**config.mk**
```make
export PLATFORM = sky130hd
export DESIGN_NAME = id_alu_ctrl_flat
export DESIGN_NICKNAME = d
export VERILOG_FILES = /design/src/rtl/mips_pkg.sv /design/src/rtl/id_alu_ctrl_if.sv /design/src/rtl/id_alu_decode.sv /design/src/rtl/id_alu_ctrl.sv /design/src/flat_wrapper.sv
export SDC_FILE = /design/constraint.sdc
export NUM_CORES = 1
export LEC_CHECK = 0
export ABC_CLOCK_PERIOD_IN_PS = 6400
export CAP_MARGIN = 30
export CORE_UTILIZATION = 40
export DETAILED_ROUTE_END_ITERATION = 10
export PLACE_DENSITY_LB_ADDON = 0.2
export REMOVE_ABC_BUFFERS = 1
export SYNTH_ARGS = -nofsm -noshare
export SYNTH_HDL_FRONTEND = slang
export SYNTH_SLANG_ARGS = --single-unit
```
**constraint.sdc**
```tcl
create_clock -name i_clk -period 6.4 [get_ports i_clk]
set_input_delay 0.64 -clock i_clk [delete_from_list [all_inputs] [get_ports i_clk]]
set_output_delay 0.64 -clock i_clk [all_outputs]
set_load 0.1 [all_outputs]
```
**src/rtl/mips_pkg.sv**
```systemverilog
// mips_pkg: opcode/funct encodings and ALU operation codes shared by decode and execute.
package mips_pkg;
  localparam int NB_REG = 5;
  typedef enum logic [5:0] {
    OP_RTYPE = 6'b000000,
    OP_BEQ   = 6'b000100,
    OP_BNE   = 6'b000101,
    OP_ADDI  = 6'b001000,
    OP_ADDIU = 6'b001001,
    OP_ANDI  = 6'b001100,
    OP_ORI   = 6'b001101,
    OP_XORI  = 6'b001110,
    OP_LUI   = 6'b001111,
    OP_LW    = 6'b100011,
    OP_SW    = 6'b101011
  } opcode_t;
  typedef enum logic [5:0] {
    ALU_SRL  = 6'b000010,
    ALU_SRA  = 6'b000011,
    ALU_ADD  = 6'b100000,
    ALU_SUB  = 6'b100010,
    ALU_AND  = 6'b100100,
    ALU_OR   = 6'b100101,
    ALU_XOR  = 6'b100110,
    ALU_NOR  = 6'b100111
  } alu_code_t;
  localparam logic [5:0] FN_SRL  = 6'b000010;
  localparam logic [5:0] FN_SRA  = 6'b000011;
  localparam logic [5:0] FN_SRLV = 6'b000110;
  localparam logic [5:0] FN_SRAV = 6'b000111;
  localparam logic [5:0] FN_ADD  = 6'b100000;
  localparam logic [5:0] FN_SUB  = 6'b100010;
  localparam logic [5:0] FN_AND  = 6'b100100;
  localparam logic [5:0] FN_OR   = 6'b100101;
  localparam logic [5:0] FN_XOR  = 6'b100110;
  localparam logic [5:0] FN_NOR  = 6'b100111;
endpackage

```
**src/rtl/id_alu_ctrl_if.sv**
```systemverilog
// id_alu_ctrl_if: instruction/operand inputs and registered ALU-control outputs of the ID/EX stage.
interface id_alu_ctrl_if #(parameter int NB_OP = 6, NB_DATA = 32, NB_CNT = 8);
  logic               i_valid;
  logic [31:0]        i_instr;
  logic [NB_DATA-1:0] i_rs_data;
  logic [NB_DATA-1:0] i_rt_data;
  logic               i_stall;
  logic               i_flush;
  logic               o_valid;
  logic [NB_OP-1:0]   o_alu_code;
  logic [NB_DATA-1:0] o_data_1;
  logic [NB_DATA-1:0] o_data_2;
  logic               o_wr_en;
  logic [4:0]         o_wr_addr;
  logic               o_illegal;
  logic [NB_CNT-1:0]  o_illegal_cnt;
  modport master (
    output i_valid, i_instr, i_rs_data, i_rt_data, i_stall, i_flush,
    input  o_valid, o_alu_code, o_data_1, o_data_2, o_wr_en, o_wr_addr, o_illegal, o_illegal_cnt
  );
  modport slave (
    input  i_valid, i_instr, i_rs_data, i_rt_data, i_stall, i_flush,
    output o_valid, o_alu_code, o_data_1, o_data_2, o_wr_en, o_wr_addr, o_illegal, o_illegal_cnt
  );
endinterface

```
**src/rtl/id_alu_decode.sv**
```systemverilog
// id_alu_decode: combinational instruction decode into ALU code, operands and writeback target.
module id_alu_decode
  import mips_pkg::*;
#(
  parameter int NB_OP   = 6,
  parameter int NB_DATA = 32
) (
  input  logic [31:0]        instr,
  input  logic [NB_DATA-1:0] rs_data,
  input  logic [NB_DATA-1:0] rt_data,
  output logic [NB_OP-1:0]   code,
  output logic [NB_DATA-1:0] data_1,
  output logic [NB_DATA-1:0] data_2,
  output logic               wr_en,
  output logic [NB_REG-1:0]  wr_addr,
  output logic               illegal
);
  logic [5:0]         op, funct;
  logic [NB_REG-1:0]  rt, rd;
  logic [4:0]         shamt;
  logic [15:0]        imm;
  logic [NB_DATA-1:0] imm_sx, imm_zx, shamt_zx;
  logic               wen;
  assign op       = instr[31:26];
  assign rt       = instr[20:16];
  assign rd       = instr[15:11];
  assign shamt    = instr[10:6];
  assign funct    = instr[5:0];
  assign imm      = instr[15:0];
  assign imm_sx   = {{(NB_DATA-16){imm[15]}}, imm};
  assign imm_zx   = {{(NB_DATA-16){1'b0}}, imm};
  assign shamt_zx = {{(NB_DATA-5){1'b0}}, shamt};
  always_comb begin
    code    = '0;
    data_1  = '0;
    data_2  = '0;
    wen     = 1'b0;
    wr_addr = '0;
    illegal = 1'b0;
    if (instr != 32'h0)
      case (op)
        OP_RTYPE:
          case (funct)
            FN_ADD, FN_SUB, FN_AND, FN_OR, FN_XOR, FN_NOR: begin
              code = NB_OP'(funct); data_1 = rs_data; data_2 = rt_data; wen = 1'b1; wr_addr = rd;
            end
            FN_SRL, FN_SRA: begin
              code = NB_OP'(funct); data_1 = rt_data; data_2 = shamt_zx; wen = 1'b1; wr_addr = rd;
            end
            FN_SRLV, FN_SRAV: begin
              code = (funct == FN_SRLV) ? NB_OP'(ALU_SRL) : NB_OP'(ALU_SRA);
              data_1 = rt_data; data_2 = rs_data; wen = 1'b1; wr_addr = rd;
            end
            default: illegal = 1'b1;
          endcase
        OP_ADDI, OP_ADDIU, OP_LW, OP_SW: begin
          code = NB_OP'(ALU_ADD); data_1 = rs_data; data_2 = imm_sx; wen = (op != OP_SW); wr_addr = rt;
        end
        OP_ANDI, OP_ORI, OP_XORI: begin
          code = (op == OP_ANDI) ? NB_OP'(ALU_AND) : (op == OP_ORI) ? NB_OP'(ALU_OR) : NB_OP'(ALU_XOR);
          data_1 = rs_data; data_2 = imm_zx; wen = 1'b1; wr_addr = rt;
        end
        OP_LUI: begin
          code = NB_OP'(ALU_OR); data_2 = {imm, {(NB_DATA-16){1'b0}}}; wen = 1'b1; wr_addr = rt;
        end
        OP_BEQ, OP_BNE: begin
          code = NB_OP'(ALU_SUB); data_1 = rs_data; data_2 = rt_data;
        end
        default: illegal = 1'b1;
      endcase
  end
  // writes to $zero are architecturally discarded
  assign wr_en = wen && (wr_addr != '0);
endmodule

```
**src/rtl/id_alu_ctrl.sv**
```systemverilog
// id_alu_ctrl: ALU control decode plus ID/EX pipeline register with stall/flush and illegal counter.
module id_alu_ctrl
  import mips_pkg::*;
#(
  parameter int NB_OP   = 6,
  parameter int NB_DATA = 32,
  parameter int NB_CNT  = 8
) (
  input logic          i_clk,
  input logic          i_reset,
  id_alu_ctrl_if.slave bus
);
  logic [NB_OP-1:0]   dec_code;
  logic [NB_DATA-1:0] dec_d1, dec_d2;
  logic               dec_wr_en, dec_illegal;
  logic [NB_REG-1:0]  dec_wr_addr;
  logic               bubble, load;
  id_alu_decode #(.NB_OP(NB_OP), .NB_DATA(NB_DATA)) u_decode (
    .instr   (bus.i_instr),
    .rs_data (bus.i_rs_data),
    .rt_data (bus.i_rt_data),
    .code    (dec_code),
    .data_1  (dec_d1),
    .data_2  (dec_d2),
    .wr_en   (dec_wr_en),
    .wr_addr (dec_wr_addr),
    .illegal (dec_illegal)
  );
  // flush outranks stall; an unstalled edge without a valid instruction is also a bubble
  assign bubble = i_reset || bus.i_flush || (!bus.i_stall && !bus.i_valid);
  assign load   = !i_reset && !bus.i_flush && !bus.i_stall && bus.i_valid;
  always_ff @(posedge i_clk) begin
    if (bubble) begin
      bus.o_valid    <= 1'b0;
      bus.o_alu_code <= '0;
      bus.o_data_1   <= '0;
      bus.o_data_2   <= '0;
      bus.o_wr_en    <= 1'b0;
      bus.o_wr_addr  <= '0;
      bus.o_illegal  <= 1'b0;
    end else if (load) begin
      bus.o_valid    <= 1'b1;
      bus.o_alu_code <= dec_code;
      bus.o_data_1   <= dec_d1;
      bus.o_data_2   <= dec_d2;
      bus.o_wr_en    <= dec_wr_en;
      bus.o_wr_addr  <= dec_wr_addr;
      bus.o_illegal  <= dec_illegal;
    end
  end
  always_ff @(posedge i_clk) begin
    if (i_reset) bus.o_illegal_cnt <= '0;
    else if (load && dec_illegal && !(&bus.o_illegal_cnt)) bus.o_illegal_cnt <= bus.o_illegal_cnt + 1'b1;
  end
endmodule

```
**src/flat_wrapper.sv**
```systemverilog
// flat-port wrapper written by rule: the top's interface ports become plain ports
module id_alu_ctrl_flat import mips_pkg::*;
#(
  parameter int NB_OP   = 6,
  parameter int NB_DATA = 32,
  parameter int NB_CNT  = 8
)
  (i_clk, i_reset, bus_i_valid, bus_i_instr, bus_i_rs_data, bus_i_rt_data, bus_i_stall, bus_i_flush, bus_o_valid, bus_o_alu_code, bus_o_data_1, bus_o_data_2, bus_o_wr_en, bus_o_wr_addr, bus_o_illegal, bus_o_illegal_cnt);
  id_alu_ctrl_if #(.NB_OP(NB_OP), .NB_DATA(NB_DATA), .NB_CNT(NB_CNT)) bus_i ();
  input logic i_clk;
  input logic i_reset;
  input wire logic [$bits(bus_i.i_valid)-1:0] bus_i_valid;
  input wire logic [$bits(bus_i.i_instr)-1:0] bus_i_instr;
  input wire logic [$bits(bus_i.i_rs_data)-1:0] bus_i_rs_data;
  input wire logic [$bits(bus_i.i_rt_data)-1:0] bus_i_rt_data;
  input wire logic [$bits(bus_i.i_stall)-1:0] bus_i_stall;
  input wire logic [$bits(bus_i.i_flush)-1:0] bus_i_flush;
  output wire logic [$bits(bus_i.o_valid)-1:0] bus_o_valid;
  output wire logic [$bits(bus_i.o_alu_code)-1:0] bus_o_alu_code;
  output wire logic [$bits(bus_i.o_data_1)-1:0] bus_o_data_1;
  output wire logic [$bits(bus_i.o_data_2)-1:0] bus_o_data_2;
  output wire logic [$bits(bus_i.o_wr_en)-1:0] bus_o_wr_en;
  output wire logic [$bits(bus_i.o_wr_addr)-1:0] bus_o_wr_addr;
  output wire logic [$bits(bus_i.o_illegal)-1:0] bus_o_illegal;
  output wire logic [$bits(bus_i.o_illegal_cnt)-1:0] bus_o_illegal_cnt;
  assign bus_i.i_valid = bus_i_valid;
  assign bus_i.i_instr = bus_i_instr;
  assign bus_i.i_rs_data = bus_i_rs_data;
  assign bus_i.i_rt_data = bus_i_rt_data;
  assign bus_i.i_stall = bus_i_stall;
  assign bus_i.i_flush = bus_i_flush;
  assign bus_o_valid = bus_i.o_valid;
  assign bus_o_alu_code = bus_i.o_alu_code;
  assign bus_o_data_1 = bus_i.o_data_1;
  assign bus_o_data_2 = bus_i.o_data_2;
  assign bus_o_wr_en = bus_i.o_wr_en;
  assign bus_o_wr_addr = bus_i.o_wr_addr;
  assign bus_o_illegal = bus_i.o_illegal;
  assign bus_o_illegal_cnt = bus_i.o_illegal_cnt;
  id_alu_ctrl #(.NB_OP(NB_OP), .NB_DATA(NB_DATA), .NB_CNT(NB_CNT)) u_core (.i_clk(i_clk), .i_reset(i_reset), .bus(bus_i));
endmodule
```
==> run_results.csv, run 1 <==
group,metric,value,unit
global_route,first_global_vias,4569,
hold_path,hold_removal_path_class,"reg -> reg",
clock_network,cts.hold.buffers_added,0,
outcome,outcome,"completed",
routing,dr.first_iter.drc_count,323,
worst_setup_path,endpoint_kind,"flop",
global_route,grt-ovfl-total,0,
sta,fin_tns_setup,0,ps
synth,fraction_of_registers_with_async_set_or_reset_after_synthesis,0,%
sta,skew,8.89,ps
layout,area_growth_syn_to_layout,51.1,%
worst_setup_path,worst_reg2reg_path_length_in_cells,6,
worst_setup_path,setup.worst_path.class,"in -> reg",
clock_network,clock_tree.root_cell,"sky130_fd_sc_hd__clkbuf_8",
clock_network,worstSkewPairLatency,360,ps
power_and_ir_drop,leakagePower,2.20,nW
routing,total_vias_in_the_final_route,4688,
sta,worst-slew-pin-transition,1030,ps
hold_path,hold_depth,2,
global_route,grt_util_all_layers,27.0,%
place,gp_congestion,0.868,
layout,antenna_cells,0,
worst_setup_path,critical_path.startpoint_type,"primary input",
synth,ys_ff_latch,86,
routing,vias_per_cell,6.13,
routing,routed_wire_length_per_instance,20.0,µm
power_and_ir_drop,p_per_area,176,nW/µm²
clock_network,cts-root-to-sink-buffers,2,
layout,commonest_non_fill_non_tap_cell_in_the_layout,"sky130_fd_sc_hd__clkdlybuf4s50_1",
clock_network,post-cts-setup-buffer-count,0,
routing,drc,0,
synth,yosysSeqAreaShare,40.4,%
sta,final_critical_path_setup_slack,3190,ps
layout,finish.net_count,727,
synth,yosys_warnings,0,
clock_network,cts_sinks,86,
sta,rsz0062_at_grt,"false",
sta,timing.fmax,0.311,GHz
synth,post_synth_inst_count,463,
synth,ys_types,48,
layout,layout_common_cells,"186 x sky130_fd_sc_hd__clkdlybuf4s50_1, 86 x sky130_fd_sc_hd__dfxtp_1, 79 x sky130_fd_sc_hd__a22o_1, 36 x sky130_fd_sc_hd__nand2_1, 32 x sky130_fd_sc_hd__a221oi_1",
floorplan,start_util,41.2,%
synth,synth_ff_type,"sky130_fd_sc_hd__dfxtp_1",
sta,report.final.slew_viol_count,0,
power_and_ir_drop,ir_drop,0.108,mV
global_route,first_pass_grt_wire_length,23700,µm
floorplan,floorplan.die_area,11100,µm²
routing,drt-pass1-iter-count,6,
place,buffer_ports.inserted,186,
worst_setup_path,crit_required,6700,ps
worst_setup_path,critPathMaxFanout,23,
clock_network,path_clk_slew,90,ps
floorplan,floorplan.rows,37,
global_route,grt_start_max_net_pins,38,
layout,final_core_utilization,62.3,%
place,pre_cts_slack,2850,ps
layout,fill_cells,899,
layout,drive_above_1_share,5.09,%
clock_network,cts_repair_resize_count,0,
global_route,antenna_found_initial,0,
routing,totalWireLength,15300,µm
clock_network,cts-buffers-inserted,9,
worst_setup_path,crit_arrival,3510,ps
floorplan,die_w,105,µm
flow_run,cap_viol_max_count,0,
floorplan,die_y,105,µm
synth,syn-cell-area,4260,µm²
sta,report.final.setup_viol,0,
place,dp.final_hpwl,10900,µm
sta,final.period_utilization,50.2,%
sta,max_transition_margin,31.2,%
floorplan,ios,187,
routing,antenna_violating_nets_post_route,0,
power_and_ir_drop,report.power.total,0.00113,W
sta,final.min_clock_period,3210,ps
synth,synth_area_per_cell,9.19,µm²
clock_network,tritoncts,"yes",
synth,count_of_flip_flops_with_a_built_in_enable_after_synthesis,0,
floorplan,core,10300,µm²
clock_network,h-tree-depth,3,
sta,hold_viol_final,0,
[worst paths after layout]
kind	startpoint	endpoint	slack [ps]
worst max register to register	u_core.bus.o_illegal_cnt[4]$_SDFFE_PP0P_	u_core.bus.o_illegal_cnt[6]$_SDFFE_PP0P_	4300
worst min-delay path	u_core.bus.o_valid$_SDFFE_PP0P_	u_core.bus.o_valid$_SDFFE_PP0P_	460
worst min register to register	u_core.bus.o_valid$_SDFFE_PP0P_	u_core.bus.o_valid$_SDFFE_PP0P_	460
worst max-delay path	bus_i_instr[30]	u_core.bus.o_data_1[11]$_SDFFE_PP0P_	3190
[power by group]
| part | total [W] | switching, W | internal, W |
|---|---|---|---|
| registers | 0.000538 | 0.00000141 | 0.000537 |
| clock network | 0.000421 | 0.000201 | 0.000219 |
| logic | 0.000175 | 0.0000914 | 0.0000835 |
| total | 0.00113 | 0.000294 | 0.000840 |
[synth_stat cells, drive strengths merged, types with 2 or more instances]
cell type / count / share of area, %
a21boi: 6 / 1.1
a21o: 3 / 0.53
a21oi: 15 / 1.8
a221oi: 32 / 6.6
a222oi: 9 / 2.1
a22o: 79 / 16
a22oi: 27 / 4.8
a32oi: 3 / 0.62
and2: 2 / 0.29
and3: 9 / 1.3
buf: 15 / 1.9
clkbuf: 27 / 2.4
dfxtp: 86 / 40
inv: 6 / 0.53
mux2i: 4 / 0.94
nand2: 36 / 3.2
nand3: 2 / 0.24
nand3b: 2 / 0.35
nand4: 5 / 0.73
nand4b: 2 / 0.41
nor2: 18 / 1.6
nor2b: 13 / 1.9
nor3: 9 / 1.1
nor4: 4 / 0.73
nor4b: 2 / 0.56
o21ai: 30 / 3.5
o21bai: 3 / 0.79
o41ai: 2 / 0.85
or2: 2 / 0.29
[sequential cells by signal, summed over array words and instances, names as in the netlist]
signal and flops:
u_core.bus.o_alu_code 6, u_core.bus.o_data_1 32, u_core.bus.o_data_2 32, u_core.bus.o_illegal 1
u_core.bus.o_illegal_cnt 8, u_core.bus.o_valid 1, u_core.bus.o_wr_addr 5, u_core.bus.o_wr_en 1
[per-stage QoR]
stage	std cells	instance area, µm²	hold slack [ps]
global placement	749	6190	436
floorplan	421	4080	709
detailed placement	750	6220	447
CTS	765	6430	464
finish	765	6430	459
global route	765	6430	490
[area by class of cell]
cell class / count / area, µm² / area share (%)
clock buffers: 10 / 128 / 1.98
flip-flops and latches: 86 / 1720 / 26.8
inverters: 6 / 22.5 / 0.350
multi-input cells: 329 / 2370 / 36.8
clock inverters: 5 / 85.1 / 1.32
well taps: 136 / 170 / 2.65
repair buffers: 193 / 1930 / 30.1
[worst max-delay path, cell delays in order]
cell and delay, ps:
sky130_fd_sc_hd__clkdlybuf4s50_1 600, sky130_fd_sc_hd__nor2_1 290, sky130_fd_sc_hd__and3_1 580, sky130_fd_sc_hd__o21bai_4 360
sky130_fd_sc_hd__or2_1 520, sky130_fd_sc_hd__buf_16 230, sky130_fd_sc_hd__a22o_1 160, sky130_fd_sc_hd__a22o_1 130
[layer usage]
metal	part of all wire [%]	vias up	track usage [%]
li1	-	2172	-
met1	42	2267	34.1
met2	48	227	45.5
met3	7.5	22	6.05
met4	1.9	0	9.15
met5	0	-	0
[kinds of logic after synthesis]
family,Yosys count,share of synthesized area [%]
flip-flops,86,40.4
adder cells (fa/ha/maj),1,0.294
XOR/XNOR,1,0.206
AND/OR/NAND/NOR,109,13.3
buffers and inverters,48,4.79
AO/OA/AOI/OAI,214,40.1
multiplexers,4,0.941
Power figures use the tool's default switching activity.
==> run 2, diff against run 1 <==
--- a/config.mk
+++ b/config.mk
@@ -5,9 +5,9 @@
 export SDC_FILE = /design/constraint.sdc
 export NUM_CORES = 1
 export LEC_CHECK = 0
-export ABC_CLOCK_PERIOD_IN_PS = 6400
+export ABC_CLOCK_PERIOD_IN_PS = 2800
 export CAP_MARGIN = 30
-export CORE_UTILIZATION = 40
+export CORE_UTILIZATION = 38
 export DETAILED_ROUTE_END_ITERATION = 10
 export PLACE_DENSITY_LB_ADDON = 0.2
 export REMOVE_ABC_BUFFERS = 1
==> constraint.sdc (replaced) <==
create_clock -name i_clk -period 2.8 [get_ports i_clk]
set_input_delay 0.28 -clock i_clk [delete_from_list [all_inputs] [get_ports i_clk]]
set_output_delay 0.28 -clock i_clk [all_outputs]
set_load 0.1 [all_outputs]
==> run_results.csv, run 2 (synthesis gave the netlist of run 1 again) <==
group,metric,value,unit
global_route,grt-ovfl-total,0,
sta,worst-slew-pin-transition,711,ps
sta,report.final.setup_viol,0,
power_and_ir_drop,intPower,0.00194,W
power_and_ir_drop,leakagePower,2.56,nW
layout,commonest_non_fill_non_tap_cell_in_the_layout,"sky130_fd_sc_hd__buf_4",
clock_network,tritoncts,"yes",
clock_network,cts.hold.buffers_added,0,
routing,drc,0,
sta,report.final.slew_viol_count,0,
place,dp.final_hpwl,11700,µm
flow_run,cap_viol_max_count,0,
sta,final.min_clock_period,2500,ps
clock_network,clock_tree.root_cell,"sky130_fd_sc_hd__clkbuf_8",
power_and_ir_drop,comb_power_share,16.2,%
place,buffer_ports.inserted,186,
layout,layout.cells.non_filler,809,
layout,finish.net_count,765,
power_and_ir_drop,pwr-share-clk,36.7,%
power_and_ir_drop,p_per_area,401,nW/µm²
routing,total_vias_in_the_final_route,4799,
floorplan,start_util,39.1,%
power_and_ir_drop,power.switching_fraction,25.6,%
routing,dr.first_iter.drc_count,370,
power_and_ir_drop,power.share.sequential,47.1,%
clock_network,cts_repair_resize_count,0,
worst_setup_path,crit_arrival,2750,ps
global_route,first_global_vias,4541,
clock_network,cts_sinks,86,
place,placement.cell_area,6290,µm²
outcome,outcome,"completed",
clock_network,path_clk_slew,80,ps
clock_network,post-cts-setup-buffer-count,0,
clock_network,cts-buffers-inserted,9,
layout,finish.instance_area,6510,µm²
routing,antenna_violating_nets_post_route,0,
sta,max_transition_margin,52.2,%
sta,final.period_utilization,89.3,%
sta,skew,1.01,ps
sta,rsz0062_at_grt,"false",
floorplan,die_y,108,µm
place,dp_cells,792,
clock_network,h-tree-depth,3,
power_and_ir_drop,ir_drop,0.195,mV
routing,drt-pass1-iter-count,6,
global_route,grt_util_all_layers,26.9,%
sta,fin_tns_setup,0,ps
layout,area_growth_syn_to_layout,52.9,%
global_route,antenna_found_initial,1,
clock_network,cts-root-to-sink-buffers,2,
layout,seqCellArea,1720,µm²
floorplan,ios,187,
routing,routed_wire_length_per_instance,19.4,µm
global_route,first_pass_grt_wire_length,24000,µm
global_route,grt_start_max_net_pins,29,
place,gp_congestion,0.960,
floorplan,core,10900,µm²
worst_setup_path,crit_required,3050,ps
floorplan,floorplan.rows,38,
floorplan,die_w,108,µm
layout,combined_area_of_the_multi_input_logic_cells,2370,µm²
routing,totalWireLength,15700,µm
clock_network,worstSkewPairLatency,360,ps
layout,drive_above_1_share,23.4,%
worst_setup_path,critPathMaxFanout,15,
power_and_ir_drop,report.power.total,0.00261,W
worst_setup_path,setup.worst_path.class,"in -> reg",
layout,largest_registers,"u_core.bus.o_data_1 x32, u_core.bus.o_data_2 x32, u_core.bus.o_illegal_cnt x8",
routing,vias_per_cell,5.93,
worst_setup_path,endpoint_kind,"flop",
power_and_ir_drop,power.switching,0.000669,W
hold_path,hold_removal_path_class,"reg -> reg",
worst_setup_path,critical_path.startpoint_type,"primary input",
sta,timing.fmax,0.400,GHz
floorplan,floorplan.die_area,11600,µm²
sta,hold_viol_final,0,
sta,whs,466,ps
layout,layout_common_cells,"129 x sky130_fd_sc_hd__buf_4, 100 x sky130_fd_sc_hd__clkdlybuf4s50_1, 86 x sky130_fd_sc_hd__dfxtp_1, 79 x sky130_fd_sc_hd__a22o_1, 36 x sky130_fd_sc_hd__nand2_1",
layout,fill_cells,955,
==> run 2: worst paths after layout <==
path                                            start                                        to  slack (ps)  depth (start not counted)
max reg2reg  u_core.bus.o_illegal_cnt[4]$_SDFFE_PP0P_  u_core.bus.o_illegal_cnt[6]$_SDFFE_PP0P_         670                          6
min             u_core.bus.o_alu_code[5]$_SDFFE_PP0P_     u_core.bus.o_alu_code[5]$_SDFFE_PP0P_         470                          2
max                                   bus_i_instr[23]      u_core.bus.o_data_2[20]$_SDFFE_PP0P_         300                          9
min reg2reg     u_core.bus.o_alu_code[5]$_SDFFE_PP0P_     u_core.bus.o_alu_code[5]$_SDFFE_PP0P_         470                          2
==> run 2: per-layer routing <==
metal | vias to the layer above | part of all wire, % | GRT usage (%)
li1 | 2251 | - | -
met1 | 2310 | 41 | 33.9
met2 | 207 | 48 | 44.4
met3 | 31 | 8.4 | 5.99
met4 | 0 | 2.4 | 10.8
met5 | - | 0 | 0
==> run 2: layout make-up <==
cell class / count / area share (%)
inverters: 6 / 0.346
well taps: 140 / 2.69
repair buffers: 231 / 30.8
flip-flops and latches: 86 / 26.4
clock buffers: 11 / 2.02
clock inverters: 5 / 1.29
diodes: 1 / 0.0384
multi-input cells: 329 / 36.4
==> run 2: per-stage QoR <==
| step | utilization [%] | setup WS (ps) |
|---|---|---|
| floorplan | - | -262 |
| global placement | 57.7 | -75.3 |
| detailed placement | 57.8 | -81.7 |
| CTS | 59.8 | 293 |
| global route | 59.8 | 197 |
| finish | 59.8 | 300 |
==> run 2: power by group through the flow <==
stage	logic (W)	registers [W]	clock network [W]
6_report	0.000424	0.00123	0.000957
5_1_grt	0.000448	0.00123	0.00103
4_1_cts	0.000421	0.00123	0.000976
3_5_place_dp	0.000419	0.00126	0
3_3_place_gp	0.000417	0.00126	0
2_1_floorplan	0.000106	0.00130	0
==> run 2: worst max-delay path: stages <==
cell                              delay, ps
sky130_fd_sc_hd__clkdlybuf4s50_1        400
sky130_fd_sc_hd__nor4_1                 390
sky130_fd_sc_hd__buf_4                  170
sky130_fd_sc_hd__nand4_1                170
sky130_fd_sc_hd__o41ai_4                450
sky130_fd_sc_hd__buf_4                  220
sky130_fd_sc_hd__nor2_2                  40
sky130_fd_sc_hd__and2_1                 350
sky130_fd_sc_hd__a22o_1                 270
==> run 3, diff against run 2 <==
--- a/config.mk
+++ b/config.mk
@@ -6,9 +6,10 @@
 export NUM_CORES = 1
 export LEC_CHECK = 0
 export ABC_CLOCK_PERIOD_IN_PS = 2800
-export CAP_MARGIN = 30
-export CORE_UTILIZATION = 38
+export CAP_MARGIN = 5
+export CORE_UTILIZATION = 40
 export DETAILED_ROUTE_END_ITERATION = 10
+export DONT_BUFFER_PORTS = 1
 export PLACE_DENSITY_LB_ADDON = 0.2
 export REMOVE_ABC_BUFFERS = 1
 export SYNTH_ARGS = -nofsm -noshare
==> run_results.csv, run 3 (synthesis gave the netlist of run 1 again) <==
group,metric,value,unit
floorplan,core,10300,µm²
hold_path,hold_removal_path_class,"in -> reg",
clock_network,cts_repair_resize_count,0,
clock_network,cts-buffers-inserted,9,
routing,totalWireLength,14400,µm
worst_setup_path,worstPathBufferInverterCount,0,
worst_setup_path,timing.rr.start,"u_core.bus.o_illegal_cnt[4]$_SDFFE_PP0P_",
clock_network,tritoncts,"yes",
layout,fill_cells,1002,
routing,drc,0,
layout,antenna_cells,0,
hold_path,hold_depth,1,
routing,total_vias_in_the_final_route,4067,
floorplan,die_y,105,µm
sta,final.period_utilization,76.1,%
routing,drt-pass1-iter-count,5,
layout,commonest_non_fill_non_tap_cell_in_the_layout,"sky130_fd_sc_hd__dfxtp_1",
sta,whs,34.9,ps
routing,vias_per_cell,6.67,
worst_setup_path,worst_reg2reg_path_length_in_cells,6,
clock_network,path_clk_slew,90,ps
sta,hold_viol_final,0,
worst_setup_path,crit_required,3030,ps
sta,timing.fmax,0.470,GHz
floorplan,die_w,105,µm
worst_setup_path,setup.worst_path.class,"reg -> reg",
worst_setup_path,crit_arrival,2360,ps
global_route,grt_start_max_net_pins,33,
power_and_ir_drop,p_per_area,502,nW/µm²
worst_setup_path,critical_path_cell_count,6,
floorplan,ios,187,
sta,worst-slew-pin-transition,1020,ps
power_and_ir_drop,leakagePower,1.68,nW
global_route,grt_util_all_layers,25.9,%
worst_setup_path,timing.critical_path.slowest_stage_cell,"sky130_fd_sc_hd__or4_1",
sta,final.min_clock_period,2130,ps
place,gp_congestion,0.808,
routing,routed_wire_length_per_instance,23.5,µm
sta,rsz0062_at_grt,"false",
global_route,grt-ovfl-total,0,
place,buffer_ports.inserted,0,
hold_path,timing.hold.worst.start,"bus_i_stall",
layout,layout_common_cells,"86 x sky130_fd_sc_hd__dfxtp_1, 79 x sky130_fd_sc_hd__a22o_1, 36 x sky130_fd_sc_hd__nand2_1, 34 x sky130_fd_sc_hd__buf_4, 32 x sky130_fd_sc_hd__a221oi_1",
sta,skew,2.79,ps
clock_network,clock_tree.root_cell,"sky130_fd_sc_hd__clkbuf_8",
floorplan,floorplan.rows,37,
clock_network,h-tree-depth,3,
global_route,first_global_vias,4005,
outcome,outcome,"completed",
place,pre_cts_slack,423,ps
sta,report.final.setup_viol,0,
layout,drive_above_1_share,13.1,%
global_route,first_pass_grt_wire_length,22300,µm
clock_network,worstSkewPairLatency,350,ps
global_route,antenna_found_initial,0,
worst_setup_path,critical_path.startpoint_type,"flop",
clock_network,cts.hold.buffers_added,2,
layout,area_growth_syn_to_layout,12.9,%
power_and_ir_drop,ir_drop,0.243,mV
clock_network,cts_sinks,86,
place,dp_cells,592,
floorplan,start_util,41.2,%
routing,antenna_violating_nets_post_route,0,
routing,dr.first_iter.drc_count,309,
worst_setup_path,worst_path_largest_cell_delay,590,ps
clock_network,post-cts-setup-buffer-count,0,
worst_setup_path,path_cells,"and2_1, and3_1, and4_1, or4_1, o311ai_0, o41ai_1",
worst_setup_path,setup.worst_path.start,"u_core.bus.o_illegal_cnt[4]$_SDFFE_PP0P_",
sta,report.final.slew_viol_count,0,
layout,largest_registers,"u_core.bus.o_data_1 x32, u_core.bus.o_data_2 x32, u_core.bus.o_illegal_cnt x8",
sta,max_transition_margin,32.1,%
layout,layout.cells.non_filler,610,
floorplan,floorplan.die_area,11100,µm²
flow_run,cap_viol_max_count,0,
worst_setup_path,critPathMaxFanout,4,
sta,final_critical_path_setup_slack,671,ps
layout,finish.net_count,571,
place,dp.final_hpwl,10200,µm
worst_setup_path,crit_family,"simple AND/OR/NAND/NOR gates",
clock_network,cts-root-to-sink-buffers,2,
worst_setup_path,endpoint_kind,"flop",
-- run 3: metrics by stage --
stage                     instance area, µm²  util [%]  total power [W]  TNS [ps]
after floorplan                         4080         -          0.00140    -13460
after global placement                  4560      44.2          0.00145         0
after detailed placement                4560      44.2          0.00145         0
after CTS                               4800      46.5          0.00243         0
after global routing                    4800      46.5          0.00250         0
final                                   4800      46.5          0.00241         0
-- run 3: layout make-up --
type	count	area (µm²)	share of cell area, %
Clock buffer	11	141	2.94
Clock inverter	5	81.3	1.69
Inverter	6	22.5	0.469
Multi-Input combinational cell	329	2370	49.4
Sequential cell	86	1720	35.8
Tap cell	136	170	3.54
Timing Repair Buffer	37	295	6.15
-- run 3: where the power goes --
group | switching, W | internal [W]
logic | 0.000100 | 0.0000656
registers | 0.0000319 | 0.00123
clock network | 0.000458 | 0.000530
total | 0.000591 | 0.00182
-- run 3: per-layer routing --
metal	GRT usage, %	routed length (µm)	up-vias
li1	-	-	1858
met1	30.2	6010	1987
met2	41.6	6510	187
met3	9.42	1350	35
met4	13.1	482	0
met5	0	0	-
-- run 3: final timing paths --
check	slack [ps]	endpoint
max	670	u_core.bus.o_illegal_cnt[6]$_SDFFE_PP0P_
min	30	u_core.bus.o_data_2[15]$_SDFFE_PP0P_
max reg2reg	670	u_core.bus.o_illegal_cnt[6]$_SDFFE_PP0P_
min reg2reg	510	u_core.bus.o_data_2[4]$_SDFFE_PP0P_
